--- config.mk ---
export PLATFORM = sky130hd
export DESIGN_NAME = adsr_vca
export DESIGN_NICKNAME = d
export VERILOG_FILES = /design/src/rtl/adsr_vca.sv
export SDC_FILE = /design/constraint.sdc
export NUM_CORES = 1
export LEC_CHECK = 0
export BUFFER_PORTS_ARGS = -buffer_cell sky130_fd_sc_hd__buf_2
export CORE_MARGIN = 3
export CORE_UTILIZATION = 64
export CTS_CLUSTER_SIZE = 20
export DETAILED_ROUTE_END_ITERATION = 7
export PLACE_DENSITY_LB_ADDON = 0.25
export SYNTH_ARGS = -nofsm -noshare
export SYNTH_HDL_FRONTEND = slang
export SYNTH_SLANG_ARGS = --single-unit
export TNS_END_PERCENT = 10
--- constraint.sdc ---
create_clock -name clk_in -period 8.8 [get_ports clk_in]
set_input_delay 0.88 -clock clk_in [delete_from_list [all_inputs] [get_ports clk_in]]
set_output_delay 0.88 -clock clk_in [all_outputs]
set_load 0.02 [all_outputs]
--- src/rtl/adsr_vca.sv ---
// adsr_vca: ADSR envelope generator plus a two-stage VCA multiply.
//   Sits downstream of the oscillator and shapes its signed sample stream
//   by a 16-bit unsigned envelope. The envelope and the VCA advance only on
//   sample strobes. The product for a strobe appears two clocks later.
// Ports:
//   clk_in, rst_in (async, active high)
//   sample_valid_in  : one-cycle strobe per audio sample
//   audio_in         : signed oscillator sample
//   gate_in          : key held
//   attack/decay/sustain/release controls : per-strobe steps and sustain level
//   audio_out / audio_valid_out : shaped sample and its one-cycle strobe
//   env_out, state_out, active_out : envelope register, FSM state, state != IDLE
module adsr_vca #(
  parameter int AUDIO_W = 24,
  parameter int ENV_W   = 16
) (
  input  logic               clk_in,
  input  logic               rst_in,
  input  logic               sample_valid_in,
  input  logic [AUDIO_W-1:0] audio_in,
  input  logic               gate_in,
  input  logic [ENV_W-1:0]   attack_step_in,
  input  logic [ENV_W-1:0]   decay_step_in,
  input  logic [ENV_W-1:0]   sustain_level_in,
  input  logic [ENV_W-1:0]   release_step_in,
  output logic [AUDIO_W-1:0] audio_out,
  output logic               audio_valid_out,
  output logic [ENV_W-1:0]   env_out,
  output logic [2:0]         state_out,
  output logic               active_out
);

  localparam int PROD_W = AUDIO_W + ENV_W + 1;

  typedef enum logic [2:0] {
    S_IDLE    = 3'd0,
    S_ATTACK  = 3'd1,
    S_DECAY   = 3'd2,
    S_SUSTAIN = 3'd3,
    S_RELEASE = 3'd4
  } state_e;

  state_e                     state_q, state_d;
  logic [ENV_W-1:0]           env_q, env_d;
  logic                       gate_q, gate_d;
  logic                       retrig_q, retrig_d;
  logic                       retrig_now;
  logic [2:1]                 vld_pipe_q, vld_pipe_d;
  logic signed [PROD_W-1:0]   prod_q, prod_d;
  logic [AUDIO_W-1:0]         audio_q, audio_d;

  logic [ENV_W:0]             atk_sum, dec_diff, rel_diff;
  logic [ENV_W-1:0]           env_atk, env_dec, env_rel;
  logic signed [AUDIO_W-1:0]  a_s;
  logic signed [ENV_W:0]      e_s;
  logic                       unused_prod;

  // Saturating / clamping step arithmetic, one extra bit to see carry/borrow.
  assign atk_sum  = {1'b0, env_q} + {1'b0, attack_step_in};
  assign dec_diff = {1'b0, env_q} - {1'b0, decay_step_in};
  assign rel_diff = {1'b0, env_q} - {1'b0, release_step_in};
  assign env_atk  = atk_sum[ENV_W] ? '1 : atk_sum[ENV_W-1:0];
  assign env_dec  = (dec_diff[ENV_W] || (dec_diff[ENV_W-1:0] < sustain_level_in))
                    ? sustain_level_in : dec_diff[ENV_W-1:0];
  assign env_rel  = rel_diff[ENV_W] ? '0 : rel_diff[ENV_W-1:0];

  // A rise on the strobe cycle itself counts as already latched.
  assign retrig_now = retrig_q | (gate_in & ~gate_q);

  always_comb begin
    gate_d   = gate_in;
    retrig_d = sample_valid_in ? 1'b0 : retrig_now;
    state_d  = state_q;
    env_d    = env_q;
    if (sample_valid_in) begin
      case (state_q)
        S_IDLE: begin
          env_d = '0;
          if (gate_in) begin
            state_d = S_ATTACK;
            env_d   = env_atk;
          end
        end
        S_ATTACK: begin
          if (!gate_in) begin
            state_d = S_RELEASE;
            env_d   = env_rel;
          end else begin
            env_d = env_atk;
            if (env_atk == '1) state_d = S_DECAY;
          end
        end
        S_DECAY: begin
          if (!gate_in) begin
            state_d = S_RELEASE;
            env_d   = env_rel;
          end else if (retrig_now) begin
            state_d = S_ATTACK;
            env_d   = env_atk;
          end else begin
            env_d = env_dec;
            if (env_dec == sustain_level_in) state_d = S_SUSTAIN;
          end
        end
        S_SUSTAIN: begin
          if (!gate_in) begin
            state_d = S_RELEASE;
            env_d   = env_rel;
          end else if (retrig_now) begin
            state_d = S_ATTACK;
            env_d   = env_atk;
          end else begin
            env_d = sustain_level_in;
          end
        end
        S_RELEASE: begin
          if (gate_in) begin
            state_d = S_ATTACK;
            env_d   = env_atk;
          end else begin
            env_d = env_rel;
            if (env_rel == '0) state_d = S_IDLE;
          end
        end
        default: begin
          state_d = S_IDLE;
          env_d   = '0;
        end
      endcase
    end
  end

  // VCA: stage 1 multiplies by the pre-update envelope, stage 2 drops 16
  // fraction bits (arithmetic shift, floor). Output holds between strobes.
  assign a_s = $signed(audio_in);
  assign e_s = $signed({1'b0, env_q});

  always_comb begin
    vld_pipe_d = {vld_pipe_q[1], sample_valid_in};
    prod_d     = sample_valid_in ? (PROD_W'(a_s) * PROD_W'(e_s)) : prod_q;
    audio_d    = vld_pipe_q[1] ? prod_q[PROD_W-2:ENV_W] : audio_q;
  end

  assign unused_prod = ^{prod_q[PROD_W-1], prod_q[ENV_W-1:0]};

  always_ff @(posedge clk_in or posedge rst_in) begin
    if (rst_in) begin
      state_q    <= S_IDLE;
      env_q      <= '0;
      gate_q     <= 1'b0;
      retrig_q   <= 1'b0;
      vld_pipe_q <= '0;
      prod_q     <= '0;
      audio_q    <= '0;
    end else begin
      state_q    <= state_d;
      env_q      <= env_d;
      gate_q     <= gate_d;
      retrig_q   <= retrig_d;
      vld_pipe_q <= vld_pipe_d;
      prod_q     <= prod_d;
      audio_q    <= audio_d;
    end
  end

  assign audio_out       = audio_q;
  assign audio_valid_out = vld_pipe_q[2];
  assign env_out         = env_q;
  assign state_out       = state_q;
  assign active_out      = (state_q != S_IDLE);

endmodule
==> metrics list <==
- The run finished with clean final reports.
- In this run the clock root is driven by a sky130_fd_sc_hd__clkbuf_16.
- Critical-path cell list: nand2_1, fa_1, inv_1, fa_1, inv_1, fa_1, inv_1, fa_1, fa_1, inv_1, fa_1, inv_1, ha_1, o21ai_0, o21ai_0, a21oi_1, nand3_1, a31oi_1, or4b_2, a31oi_1, a311oi_1, xnor2_1, mux2_2
* Antenna violations before repair: 0
- At the worst endpoint, the arrival time is 7.79 ns.
- Number of antenna diodes: 0
- Row generation in the floorplan step produced 63 rows.
- Crit path launch type: flop
- The slowest stage of the critical path is the sky130_fd_sc_hd__dfrtp_1 cell.
* Total I/O pin count: 137
- Die area: 33100 um^2
* Cells resized by post-CTS repair: 0
- The clock passes through at most 2 buffers.
* First-pass GRT wire length: 88.6 mm
- Unrepaired setup endpoints after global routing: false
* Number of optimization iterations in the first detailed-route pass: 5
* CTS hold repair buffers: 0
- Net Count, Synth: 2863
* DRT Wirelength: 53.4 mm
- Counting stages on the worst path, the most repeated cell is sky130_fd_sc_hd__fa_1.
- In this run the horizontal extent of the chip is 182 um.
* Final worst-path cycle share: 0.858
* Post-CTS Setup Inserts: 0
- The via count of the first global-routing pass was 17900.
- Fraction of registers with async set/reset: 1.00
- Worst-Margin Slew: 1.29 ns
* Post-detailed-route wirelength per cell: 19.7 um
- Number of warnings printed during yosys synthesis: 0
- Number of DRC violations after detailed-routing iteration 0: 1289
- Using the TritonRoute via totals, the vias-per-cell ratio works out to 5.98.
* Final std cell area, no fill: 21100 um^2
- Clk pin slew, worst setup/hold paths: 0.06 ns
* Maximum number of pins on one net before global-route repair: 72
- Number of enable-type register cells in the synthesized netlist: 0
* Layout Utilization: 0.702
- Slew Limit Headroom: 0.130
* Final weighted congestion of routability-driven global placement: 0.967
- Of the cells placed in the final design, the portion with a size suffix greater than 1 is 0.105.
* Final Hold Fails: 0
- Once detailed placement completed, the half-perimeter wirelength came to 42.9 mm.
- In the final timing run, aggregate negative setup slack is 0 ns.
* Max-capacitance violation count: 0
- The synthesized design contains 71 register bits.
* CP Data Required Time: 9.03 ns
- In the global route stage, overall resource usage came out at 0.337.
* Vias after detailed routing: 16200
- Total instance count after detailed placement: 2699
- Post-route ant nets: 0
- Clock latency on the worst-skew pair, taken at its later pin, is 0.36 ns.
* Number of port buffers: 136
- After detailed routing, the number of remaining DRC violations is 0.
- Along the worst path, the maximum fanout reaches 25.
- Cell Count, Final, Fillers Out: 2715
- Crit-path max cell delay: 1.04 ns
* FMAX: 0.132 GHz
- Synthesis produced 2239 cells.
- The clock drives 71 sinks.
- Kind of cell with the highest combined delay on the critical path: adder cells
* Post-placement cell area: 20800 um^2
- Grt ovf: 0
- For this configuration, the core starts out at a cell density of 0.658.
- The worst setup path is of the flop to flop kind.
- The worst path needs 7.55 ns of the cycle, external delays included.
- Synthesis-to-layout area growth: 6.69%
- Setup Skew: 0.0123 ns
* Die Y-Extent: 182 um
* Total CTS buffers: 9
- Counting both buffers and inverters, the worst setup path holds a total of 5.
- Per-instance average area after synthesis: 8.85 um^2
* Clock tree from TritonCTS: done
- Final setup violating endpoints: 0
- The path class of the tightest hold or removal check is flop to flop.
- Area of the mapped netlist: 19800 um^2
* Maximum level of the CTS H-tree: 3
* Fin. max-slew vios: 0
* Number of distinct library cells after synthesis: 77
- Filler cell count in the final layout: 2322
* Minimum setup slack among reg-to-reg paths: 1.25 ns
- Critical Path Sink Type: flop
- Among all flip-flop cells after synthesis, the most frequent one is sky130_fd_sc_hd__dfrtp_1.
- For this run, the post-layout net count is 2944.
* Core Area: 30100 um^2
- Post-synthesis sequential area ratio: 0.0896
## path summary, 6_finish.rpt
path	from	endpoint	depth (start not counted)
worst max register to register	env_out[8]	prod_q[37]	23
max in group asynchronous	rst_in	prod_q[19]	3
worst min-delay path	prod_q[25]	audio_out[9]	1
worst max-delay path	env_out[8]	prod_q[37]	23
worst min register to register	prod_q[25]	audio_out[9]	1
min in group asynchronous	rst_in	audio_out[21]	3
## kinds of logic after synthesis
group / share of synthesized area
AOI/OAI and AO/OA: 0.103
xor gates and xnor gates: 0.0372
adders and majority gates: 0.477
buffers and inverters: 0.112
DFF: 0.0896
muxes: 0.0323
and+or+nand+nor: 0.149
## per-stage QoR
stage / setup WS [ns] / hold WS, ns
after floorplan: 1.93 / 0.352
after global placement: 1.36 / 0.484
after detailed placement: 1.23 / 0.491
after CTS: 1.32 / 0.500
after global routing: 0.849 / 0.516
final: 1.25 / 0.498
## metal layers
metal,wire (um),vias up,global-route usage
met2,26000,850,0.574
met5,0,-,0
li1,-,7132,-
met4,2880,0,0.161
met3,4780,223,0.0649
met1,19700,8023,0.415
## worst reg2reg max path, delay by kind of cell, from the launching register on
kind            cells  cell delay, ns
xor+xnor            1            0.15
compound gates      6            1.33
mux                 1            0.26
buf+inv             5            0.26
simple gates        3            1.04
fa+ha+maj           7            3.34
flops               1            1.04
## sequential cells by signal (all words and copies together), names as in the netlist
name / count
env_out: 16
retrig_q: 1
vld_pipe_q: 2
audio_out: 24
prod_q: 24
state_out: 3
gate_q: 1
## layout make-up
type	instances	area (um^2)	area share
repair buffers	156	831	0.0393
clock buffers	10	229	0.0108
well taps	390	488	0.0231
flip-flops and latches	71	1780	0.0840
clock inverters	6	109	0.00515
multi-input cells	1582	15800	0.749
inverters	500	1880	0.0888
## placed cells by master (no fill, tap or decap), types with 17 or more instances in the layout
cell,n
sky130_fd_sc_hd__inv_1,499
sky130_fd_sc_hd__nor3_1,19
sky130_fd_sc_hd__mux2_2,48
sky130_fd_sc_hd__nand3_1,17
sky130_fd_sc_hd__dfrtp_1,71
sky130_fd_sc_hd__ha_1,159
sky130_fd_sc_hd__buf_4,20
sky130_fd_sc_hd__xnor2_1,53
sky130_fd_sc_hd__a21o_1,23
sky130_fd_sc_hd__o21ai_0,53
sky130_fd_sc_hd__and2_1,152
sky130_fd_sc_hd__a21oi_1,90
sky130_fd_sc_hd__nand2_1,284
sky130_fd_sc_hd__xor2_1,26
sky130_fd_sc_hd__nor2_1,55
sky130_fd_sc_hd__buf_2,136
sky130_fd_sc_hd__fa_1,373
## cells in the mapped netlist (all sizes together), types with 11 or more instances
cell type | instances | share of area
inv | 500 | 0.095
fa | 373 | 0.38
nand2 | 284 | 0.054
ha | 159 | 0.10
and2 | 152 | 0.048
a21oi | 91 | 0.023
clkbuf | 81 | 0.015
dfrtp | 71 | 0.090
nor2 | 55 | 0.010
o21ai | 54 | 0.014
xnor2 | 53 | 0.023
mux2 | 48 | 0.027
xor2 | 26 | 0.011
a21o | 25 | 0.0096
nor3 | 19 | 0.0048
nand3 | 17 | 0.0043
a211oi | 15 | 0.0062
nand2b | 15 | 0.0047
nor2b | 14 | 0.0044
a31oi | 12 | 0.0038
o211ai | 11 | 0.0042
Power is left out: the tool's default activity adds up to more than one toggle a clock period on the data nets, which glitch-free logic cannot reach.
